$ cat src/rtl/ps2_host_tx.sv
// PS/2 host-to-device transmitter: inhibit, request-to-send, 8 data bits,
// odd parity and stop, then checks the device ACK. Lines are open-collector.
module ps2_host_tx #(
   parameter int INHIBIT_CYC = 2400,
   parameter int TIMEOUT_CYC = 48000,
   parameter int FILT        = 4
) (
   input  logic       clk,
   input  logic       reset_n,
   input  logic [7:0] tx_data,
   input  logic       tx_req,
   output logic       tx_busy,
   output logic       tx_done,
   output logic       tx_error,
   output logic       rx_inhibit,
   input  logic       ps2_clk_i,
   input  logic       ps2_dat_i,
   output logic       ps2_clk_oe,
   output logic       ps2_dat_oe
);

   localparam int CMAX = (INHIBIT_CYC > TIMEOUT_CYC) ? INHIBIT_CYC : TIMEOUT_CYC;
   localparam int CW   = $clog2(CMAX + 1);
   localparam int FW   = $clog2(FILT + 1);

   typedef enum logic [2:0] {
      S_IDLE, S_INHIBIT, S_REQ, S_DATA, S_ACK, S_WAIT, S_ERR
   } state_t;

   state_t          state_q, state_d;
   logic [1:0]      clk_s_q, dat_s_q;
   logic            clk_f_q, clk_f_d;
   logic [FW-1:0]   fcnt_q, fcnt_d;
   logic [CW-1:0]   cnt_q, cnt_d;
   logic [3:0]      bit_q, bit_d;
   logic [9:0]      sh_q, sh_d;
   logic            busy_q, busy_d;
   logic            done_q, done_d;
   logic            err_q, err_d;
   logic            clk_oe_q, clk_oe_d;
   logic            dat_oe_q, dat_oe_d;
   logic            fall;
   logic            tmo;
   logic            dat_s;

   assign dat_s = dat_s_q[1];

   // Clock level only moves after FILT consecutive samples disagree with it.
   always_comb begin
      clk_f_d = clk_f_q;
      fcnt_d  = '0;
      fall    = 1'b0;
      if (clk_s_q[1] != clk_f_q) begin
         if (fcnt_q == FW'(FILT - 1)) begin
            clk_f_d = clk_s_q[1];
            fall    = clk_f_q;
         end else begin
            fcnt_d = fcnt_q + 1'b1;
         end
      end
   end

   assign tmo = (cnt_q == CW'(TIMEOUT_CYC - 1));

   always_comb begin
      state_d  = state_q;
      cnt_d    = cnt_q;
      bit_d    = bit_q;
      sh_d     = sh_q;
      busy_d   = busy_q;
      done_d   = 1'b0;
      err_d    = 1'b0;
      clk_oe_d = clk_oe_q;
      dat_oe_d = dat_oe_q;
      unique case (state_q)
         S_IDLE: begin
            if (tx_req && !busy_q) begin
               sh_d     = {1'b1, ~^tx_data, tx_data};
               bit_d    = '0;
               cnt_d    = '0;
               busy_d   = 1'b1;
               clk_oe_d = 1'b1;
               state_d  = S_INHIBIT;
            end
         end
         S_INHIBIT: begin
            cnt_d = cnt_q + 1'b1;
            if (cnt_q == CW'(INHIBIT_CYC - 2)) dat_oe_d = 1'b1;
            if (cnt_q == CW'(INHIBIT_CYC - 1)) begin
               clk_oe_d = 1'b0;
               dat_oe_d = 1'b1;
               cnt_d    = '0;
               state_d  = S_REQ;
            end
         end
         S_REQ, S_DATA: begin
            cnt_d = cnt_q + 1'b1;
            if (fall) begin
               cnt_d    = '0;
               dat_oe_d = ~sh_q[0];
               sh_d     = {1'b0, sh_q[9:1]};
               bit_d    = bit_q + 1'b1;
               state_d  = (bit_q == 4'd9) ? S_ACK : S_DATA;
            end else if (tmo) begin
               clk_oe_d = 1'b0;
               dat_oe_d = 1'b0;
               state_d  = S_ERR;
            end
         end
         S_ACK: begin
            cnt_d = cnt_q + 1'b1;
            if (fall) begin
               cnt_d   = '0;
               state_d = dat_s ? S_ERR : S_WAIT;
            end else if (tmo) begin
               state_d = S_ERR;
            end
         end
         S_WAIT: begin
            cnt_d = cnt_q + 1'b1;
            if (clk_f_q && dat_s) begin
               done_d  = 1'b1;
               busy_d  = 1'b0;
               cnt_d   = '0;
               state_d = S_IDLE;
            end else if (tmo) begin
               state_d = S_ERR;
            end
         end
         S_ERR: begin
            err_d    = 1'b1;
            busy_d   = 1'b0;
            clk_oe_d = 1'b0;
            dat_oe_d = 1'b0;
            cnt_d    = '0;
            state_d  = S_IDLE;
         end
         default: state_d = S_IDLE;
      endcase
   end

   always_ff @(posedge clk or negedge reset_n) begin
      if (!reset_n) begin
         clk_s_q  <= 2'b11;
         dat_s_q  <= 2'b11;
         clk_f_q  <= 1'b1;
         fcnt_q   <= '0;
         state_q  <= S_IDLE;
         cnt_q    <= '0;
         bit_q    <= '0;
         sh_q     <= '0;
         busy_q   <= 1'b0;
         done_q   <= 1'b0;
         err_q    <= 1'b0;
         clk_oe_q <= 1'b0;
         dat_oe_q <= 1'b0;
      end else begin
         clk_s_q  <= {clk_s_q[0], ps2_clk_i};
         dat_s_q  <= {dat_s_q[0], ps2_dat_i};
         clk_f_q  <= clk_f_d;
         fcnt_q   <= fcnt_d;
         state_q  <= state_d;
         cnt_q    <= cnt_d;
         bit_q    <= bit_d;
         sh_q     <= sh_d;
         busy_q   <= busy_d;
         done_q   <= done_d;
         err_q    <= err_d;
         clk_oe_q <= clk_oe_d;
         dat_oe_q <= dat_oe_d;
      end
   end

   assign tx_busy    = busy_q;
   assign rx_inhibit = busy_q;
   assign tx_done    = done_q;
   assign tx_error   = err_q;
   assign ps2_clk_oe = clk_oe_q;
   assign ps2_dat_oe = dat_oe_q;

endmodule

$ cat config.mk
export PLATFORM = sky130hd
export DESIGN_NAME = ps2_host_tx
export DESIGN_NICKNAME = d
export VERILOG_FILES = /design/src/rtl/ps2_host_tx.sv
export SDC_FILE = /design/constraint.sdc
export NUM_CORES = 1
export LEC_CHECK = 0
export ABC_CLOCK_PERIOD_IN_PS = 2100
export CORE_MARGIN = 5
export CORE_UTILIZATION = 50
export CTS_BUF_LIST = sky130_fd_sc_hd__clkbuf_4 sky130_fd_sc_hd__clkbuf_8 sky130_fd_sc_hd__clkbuf_16
export CTS_CLUSTER_DIAMETER = 150
export CTS_CLUSTER_SIZE = 10
export DETAILED_ROUTE_END_ITERATION = 10
export PLACE_DENSITY_LB_ADDON = 0.1
export SLEW_MARGIN = 20
export SYNTH_ARGS = -nofsm -noshare
export SYNTH_HDL_FRONTEND = slang
export SYNTH_SLANG_ARGS = --single-unit
$ cat constraint.sdc
create_clock -name clk -period 2.1 [get_ports clk]
set_clock_uncertainty 0.05 [all_clocks]
set_input_delay 0.63 -clock clk [delete_from_list [all_inputs] [get_ports clk]]
set_output_delay 0.63 -clock clk [all_outputs]
set_load 0.05 [all_outputs]
==> impl_metrics.ini, run 1 <==
[route]
drt_pass1_iterations = 5
wl_per_cell_um = 14.0
topRoutingLayerUsed = met4
wl_met1_um = 2590
drt-total-wl_um = 5490
wl_met3_um = 224
via_per_inst = 5.59
vias = 2187
antenna_left = 0
wl_met2_um = 2580
drc = 0
drtIter0Drc = 124

[global_routing]
grt_first_pass_wirelength_um = 9220
grt_max_degree = 21
grt_pass1_vias = 1980
track_usage_pct = 17.9
overflow = 0
antenna_found_initial = 0

[finish]
fin_cells = 391
layout_commonest_cell = nor2_1
insertedDiodeCount = 0
fin_nets = 338
syn_to_final_growth_pct = 19.9
utilization_pct = 60.7
layout_common_cells = nor2_1 (43), dfrtp_1 (41), buf_4 (35)
drive_gt1_share_pct = 20.6

[clock_network]
clkSlewWorstSetupHoldPaths_ns = 0.08
root_buffer = clkbuf_8
cts_max_level = 2
cts_made_buffers = 5
hold_buffers = 0
cts_sinks = 46
postCtsSetupRepairBufs = 0
cts_resized = 0
cts_tree = yes
cts_buffer_depth = 2
clk-insertion-delay-late_ns = 0.30

[synth]
syn_area_um2 = 2540
synthFlopType = dfrtp_1
synth_warnings = 0
synth_edf_count = 0
synth.net_count = 298
syn_avg_cell_area_um2 = 9.06
synth_cell_type_count = 55
synth_seq_cells = 46
async_flop_share_pct = 100
ys_seq_area_share_pct = 45.6
synthCells = 280

[worst_setup_path]
crit_path_start_kind = flop
worstPathMaxFanout = 5
worstSetupEndpoint = ps2_dat_oe
arrival_ns = 2.11
crit_chain = ha_1 > nand3_1 > nor4b_2 > and3_2 > o211ai_2 > mux2_4
critPathCaptureType = flop
crit_type = reg2reg
crit-reg2reg-launch = cnt_q[0]
worstReg2RegEnd = ps2_dat_oe
r2r_slack_ns = 0.12
reg2reg_depth = 6
max_stage_delay_ns = 0.40
timing.critical_path.from = cnt_q[0]
cp.required_ns = 2.23
critPathSlowestCell = dfrtp_1

[sta]
hold_viol_final = 0
fin_crit_sh_pct = 94.2
fin_ws_ns = 0.121
fmax_mhz = 505
setup_violations = 0
slew_headroom_pct = 57.7
finalMaxSlewViolations = 0
worstMarginPinSlew_ns = 0.635
finalCriticalPeriod_ns = 1.98
rsz0062_at_grt = no

[floorplanning]
rows = 26
start_util_pct = 50.6
core_region_area_um2 = 5010
fp.dieW_um = 81.2
dieArea_um2 = 6600
die_y_um = 81.2
ios = 19

[pwr]
p_leak_nw = 1.34
powerDensity_nw_per_um2 = 586
pwr-share-seq_pct = 53.6
combPwrFrac_pct = 10.0
p_sw_uw = 404
ir_drop_mv = 0.418
p_sw_share_pct = 22.6
clockPowerShare_pct = 36.3
internal_power_mw = 1.38

[placement]
place_ws_ns = -0.0777
place_hpwl_um = 4060
dp_cells = 383
io_buffers = 18
gp_congestion = 0.808

[hold_path]
hold_path.class = in2async

[flow_run]
cap_violations = 0

[run_status]
status = finished, final reports clean
[Yosys cell counts (2+ instances only)]
| master | count | area [um2] |
|---|---|---|
| and3_1 | 4 | 25.0 |
| a21oi_1 | 9 | 45.0 |
| a22oi_1 | 3 | 22.5 |
| nor2_1 | 43 | 161 |
| nor2b_1 | 5 | 31.3 |
| o31ai_1 | 2 | 15.0 |
| buf_4 | 2 | 15.0 |
| buf_2 | 6 | 30.0 |
| dfstp_2 | 5 | 131 |
| ha_1 | 5 | 62.6 |
| a31oi_1 | 4 | 25.0 |
| o21ai_0 | 15 | 75.1 |
| nand2_1 | 30 | 113 |
| nand4bb_1 | 2 | 22.5 |
| and2_1 | 4 | 25.0 |
| nor3b_1 | 3 | 22.5 |
| inv_1 | 9 | 33.8 |
| a21oi_2 | 2 | 17.5 |
| nand4_1 | 5 | 31.3 |
| nand3_1 | 9 | 45.0 |
| xnor2_1 | 9 | 78.8 |
| a211oi_1 | 2 | 15.0 |
| o22ai_1 | 18 | 113 |
| clkbuf_1 | 4 | 15.0 |
| and4_1 | 2 | 17.5 |
| o211ai_1 | 4 | 30.0 |
| nor3_1 | 3 | 15.0 |
| nand2b_1 | 4 | 25.0 |
| dfrtp_1 | 41 | 1030 |
[per-layer routing]
metal	track usage, %	vias up
met5	0	-
li1	-	1073
met1	25.0	1042
met2	27.8	62
met4	6.25	0
met3	3.44	10
[power by group through the flow]
stage	registers (mW)	logic (mW)	clock network (mW)
global placement	0.973	0.177	0
finish	0.956	0.179	0.648
floorplan	0.980	0.0913	0
global route	0.962	0.202	0.695
detailed placement	0.974	0.184	0
CTS	0.957	0.182	0.666
[worst max-delay path, delay by kind of cell (launching register included)]
family                   cells  cell delay, ns
flip-flops                   1            0.40
AO/OA/AOI/OAI                1            0.10
AND/OR/NAND/NOR              3            0.78
adder cells (fa/ha/maj)      1            0.24
multiplexers                 1            0.30
[registers in the layout, summed over array words and instances, names as in the netlist]
register and count:
cnt_q 16, ps2_dat_oe 1, clk_s_q 2, rx_inhibit 1
tx_done 1, sh_q 10, fcnt_q 3, state_q 3
tx_error 1, bit_q 4, ps2_clk_oe 1, dat_s_q 2
clk_f_q 1
[how the worst min path moves through the flow]
stage / from / endpoint / slack (ns) / cells after the start
floorplan: reset_n / bit_q[0] / 0.28 / 0
CTS: reset_n / fcnt_q[0] / 0.23 / 1
detailed placement: dat_s_q[0] / dat_s_q[1] / 0.30 / 0
global route: reset_n / tx_done / 0.26 / 1
global placement: dat_s_q[0] / dat_s_q[1] / 0.30 / 0
finish: reset_n / fcnt_q[0] / 0.22 / 1
[layout make-up]
cell class / count / area (um2)
clock buffers: 5 / 68.8
repair buffers: 47 / 378
multi-input cells: 211 / 1280
flip-flops and latches: 46 / 1160
well taps: 70 / 87.6
clock inverters: 3 / 40.0
inverters: 9 / 33.8
fillers: 459 / 1970
[stage by stage]
| step | hold WS, ns | TNS, ns | total power [mW] | area [um2] |
|---|---|---|---|---|
| after floorplan | 0.284 | 0 | 1.07 | 2540 |
| after global placement | 0.296 | -0.0240 | 1.15 | 2930 |
| after detailed placement | 0.297 | -0.178 | 1.16 | 2930 |
| after CTS | 0.228 | 0 | 1.81 | 3040 |
| after global routing | 0.255 | 0 | 1.86 | 3040 |
| final | 0.223 | 0 | 1.78 | 3040 |
[logic make-up (layout without fill, tap and decap cells)]
kind of cell | Yosys count | count (layout) | synth area share, %
xor gates and xnor gates | 10 | 10 | 3.45
DFF | 46 | 46 | 45.6
and+or+nand+nor | 125 | 125 | 25.6
adders and majority gates | 5 | 5 | 2.47
buffers and inverters | 23 | 64 | 4.29
muxes | 2 | 2 | 1.04
AOI/OAI and AO/OA | 69 | 69 | 17.6
Note: power is estimated with default switching activity, not from simulation.
==> run 2: changes to the inputs <==
--- a/constraint.sdc
+++ b/constraint.sdc
@@ -3,3 +3,3 @@
 set_input_delay 0.63 -clock clk [delete_from_list [all_inputs] [get_ports clk]]
 set_output_delay 0.63 -clock clk [all_outputs]
-set_load 0.05 [all_outputs]
+set_load 0.1 [all_outputs]
==> impl_metrics.ini, run 2 (synthesized netlist as in run 1, its figures left out) <==
[run_status]
status = finished, final reports clean

[pwr]
p_leak_nw = 1.37
power_mw = 1.86
powerDensity_nw_per_um2 = 591
ir_drop_mv = 0.320

[worst_setup_path]
critPathCaptureType = flop
worstReg2RegEnd = ps2_dat_oe
reg2reg_depth = 5
timing.critical_path.from = cnt_q[9]
r2r_slack_ns = 0.13
crit_type = reg2reg
cp.required_ns = 2.24
crit-reg2reg-launch = cnt_q[9]
crit_path_start_kind = flop
worstSetupEndpoint = ps2_dat_oe
arrival_ns = 2.11
worstPathMaxFanout = 6

[clock_network]
hold_buffers = 0
cts_tree = yes
clkSlewWorstSetupHoldPaths_ns = 0.09
cts_max_level = 2
cts_buffer_depth = 2
cts_sinks = 46
clk-insertion-delay-late_ns = 0.30
cts_made_buffers = 5
root_buffer = clkbuf_8

[finish]
reg_top3 = cnt_q: 16 flops, sh_q: 10 flops, bit_q: 4 flops
fin_nets = 335
drive_gt1_share_pct = 20.1
syn_to_final_growth_pct = 23.9
fin_cells = 388
insertedDiodeCount = 0
layout_commonest_cell = nor2_1
layout_common_cells = nor2_1 (43), dfrtp_1 (41), nand2_1 (30)
largest_register = cnt_q
largest_reg_flops = 16

[route]
antenna_left = 0
via_per_inst = 5.59
drt_pass1_iterations = 4
wl_per_cell_um = 14.3
drt-total-wl_um = 5530
vias = 2170
drtIter0Drc = 101
drc = 0

[global_routing]
grt_max_degree = 47
track_usage_pct = 17.8
grt_first_pass_wirelength_um = 9110
overflow = 0
antenna_found_initial = 0
grt_pass1_vias = 2000

[sta]
rsz0062_at_grt = no
fin_ws_ns = 0.127
finalCriticalPeriod_ns = 1.97
fmax_mhz = 507
hold_viol_final = 0
tns_ns = 0
worstMarginPinSlew_ns = 0.452
fin_crit_sh_pct = 94.0
slew_headroom_pct = 69.8
finalMaxSlewViolations = 0
setup_violations = 0

[placement]
io_buffers = 18
gp_congestion = 0.804
place_hpwl_um = 3880
place_ws_ns = -0.0428
dp_cells = 379

[floorplanning]
dieArea_um2 = 6600
start_util_pct = 50.6
ios = 19
rows = 26
fp.dieW_um = 81.2
core_region_area_um2 = 5010
die_y_um = 81.2

[hold_path]
hold_path.class = in2async

[flow_run]
cap_violations = 0
-- run 2: cell count changes in the layout (fill, tap and decap cells not counted) --
cell       delta
clkbuf_4      +1
buf_4        -10
nand4bb_1     -1
buf_12        +7
a21oi_4       +1
clkbuf_8      +1
clkinv_2      -2
a21oi_2       -1
nand4bb_4     +1
-- run 2: where the power goes --
group / total, mW / switching, mW / internal [mW]
sequential: 0.965 / 0.0283 / 0.936
clock: 0.704 / 0.302 / 0.401
combinational: 0.189 / 0.0891 / 0.0998
total: 1.86 / 0.420 / 1.44
-- run 2: how the worst min path moves through the flow --
stage	startpoint	to	slack (ns)
floorplan	reset_n	bit_q[0]	0.28
detailed placement	dat_s_q[0]	dat_s_q[1]	0.30
global route	reset_n	fcnt_q[0]	0.26
CTS	reset_n	fcnt_q[0]	0.25
global placement	dat_s_q[0]	dat_s_q[1]	0.30
finish	reset_n	fcnt_q[0]	0.24
-- run 2: area by class of cell --
type / count / area (um2)
clock buffers: 7 / 90.1
clock inverters: 1 / 30.0
fillers: 450 / 1870
inverters: 9 / 33.8
multi-input cells: 211 / 1300
flip-flops and latches: 46 / 1160
well taps: 70 / 87.6
repair buffers: 44 / 443
-- run 2: critical path, stage by stage, from the launching register on --
cell and delay [ns]:
dfrtp_1 0.43, or3_4 0.42, nor4_4 0.33, a41o_1 0.24, o211ai_2 0.09, mux2_4 0.30
-- run 2: layer usage --
layer	GRT usage (%)	routed length, um	share of wire [%]	vias to the layer above
met1	24.2	2640	48	1042
met5	0	0	0	-
met2	28.3	2570	46	56
met3	3.77	256	4.6	6
met4	6.08	67	1.2	0
li1	-	-	-	1066
-- run 2: per-stage QoR --
stage / util, % / instance area, um2 / hold slack [ns]
floorplan: - / 2540 / 0.284
global route: 62.7 / 3140 / 0.257
finish: 62.7 / 3140 / 0.236
detailed placement: 59.6 / 2990 / 0.297
global placement: 59.6 / 2990 / 0.295
CTS: 62.1 / 3110 / 0.248
-- run 2: what timing repair did --
item	4_1_cts	5_1_grt
buffers inserted	0	1
setup endpoints to repair	7	5
gates resized for setup	1	3
pin swaps	0	1
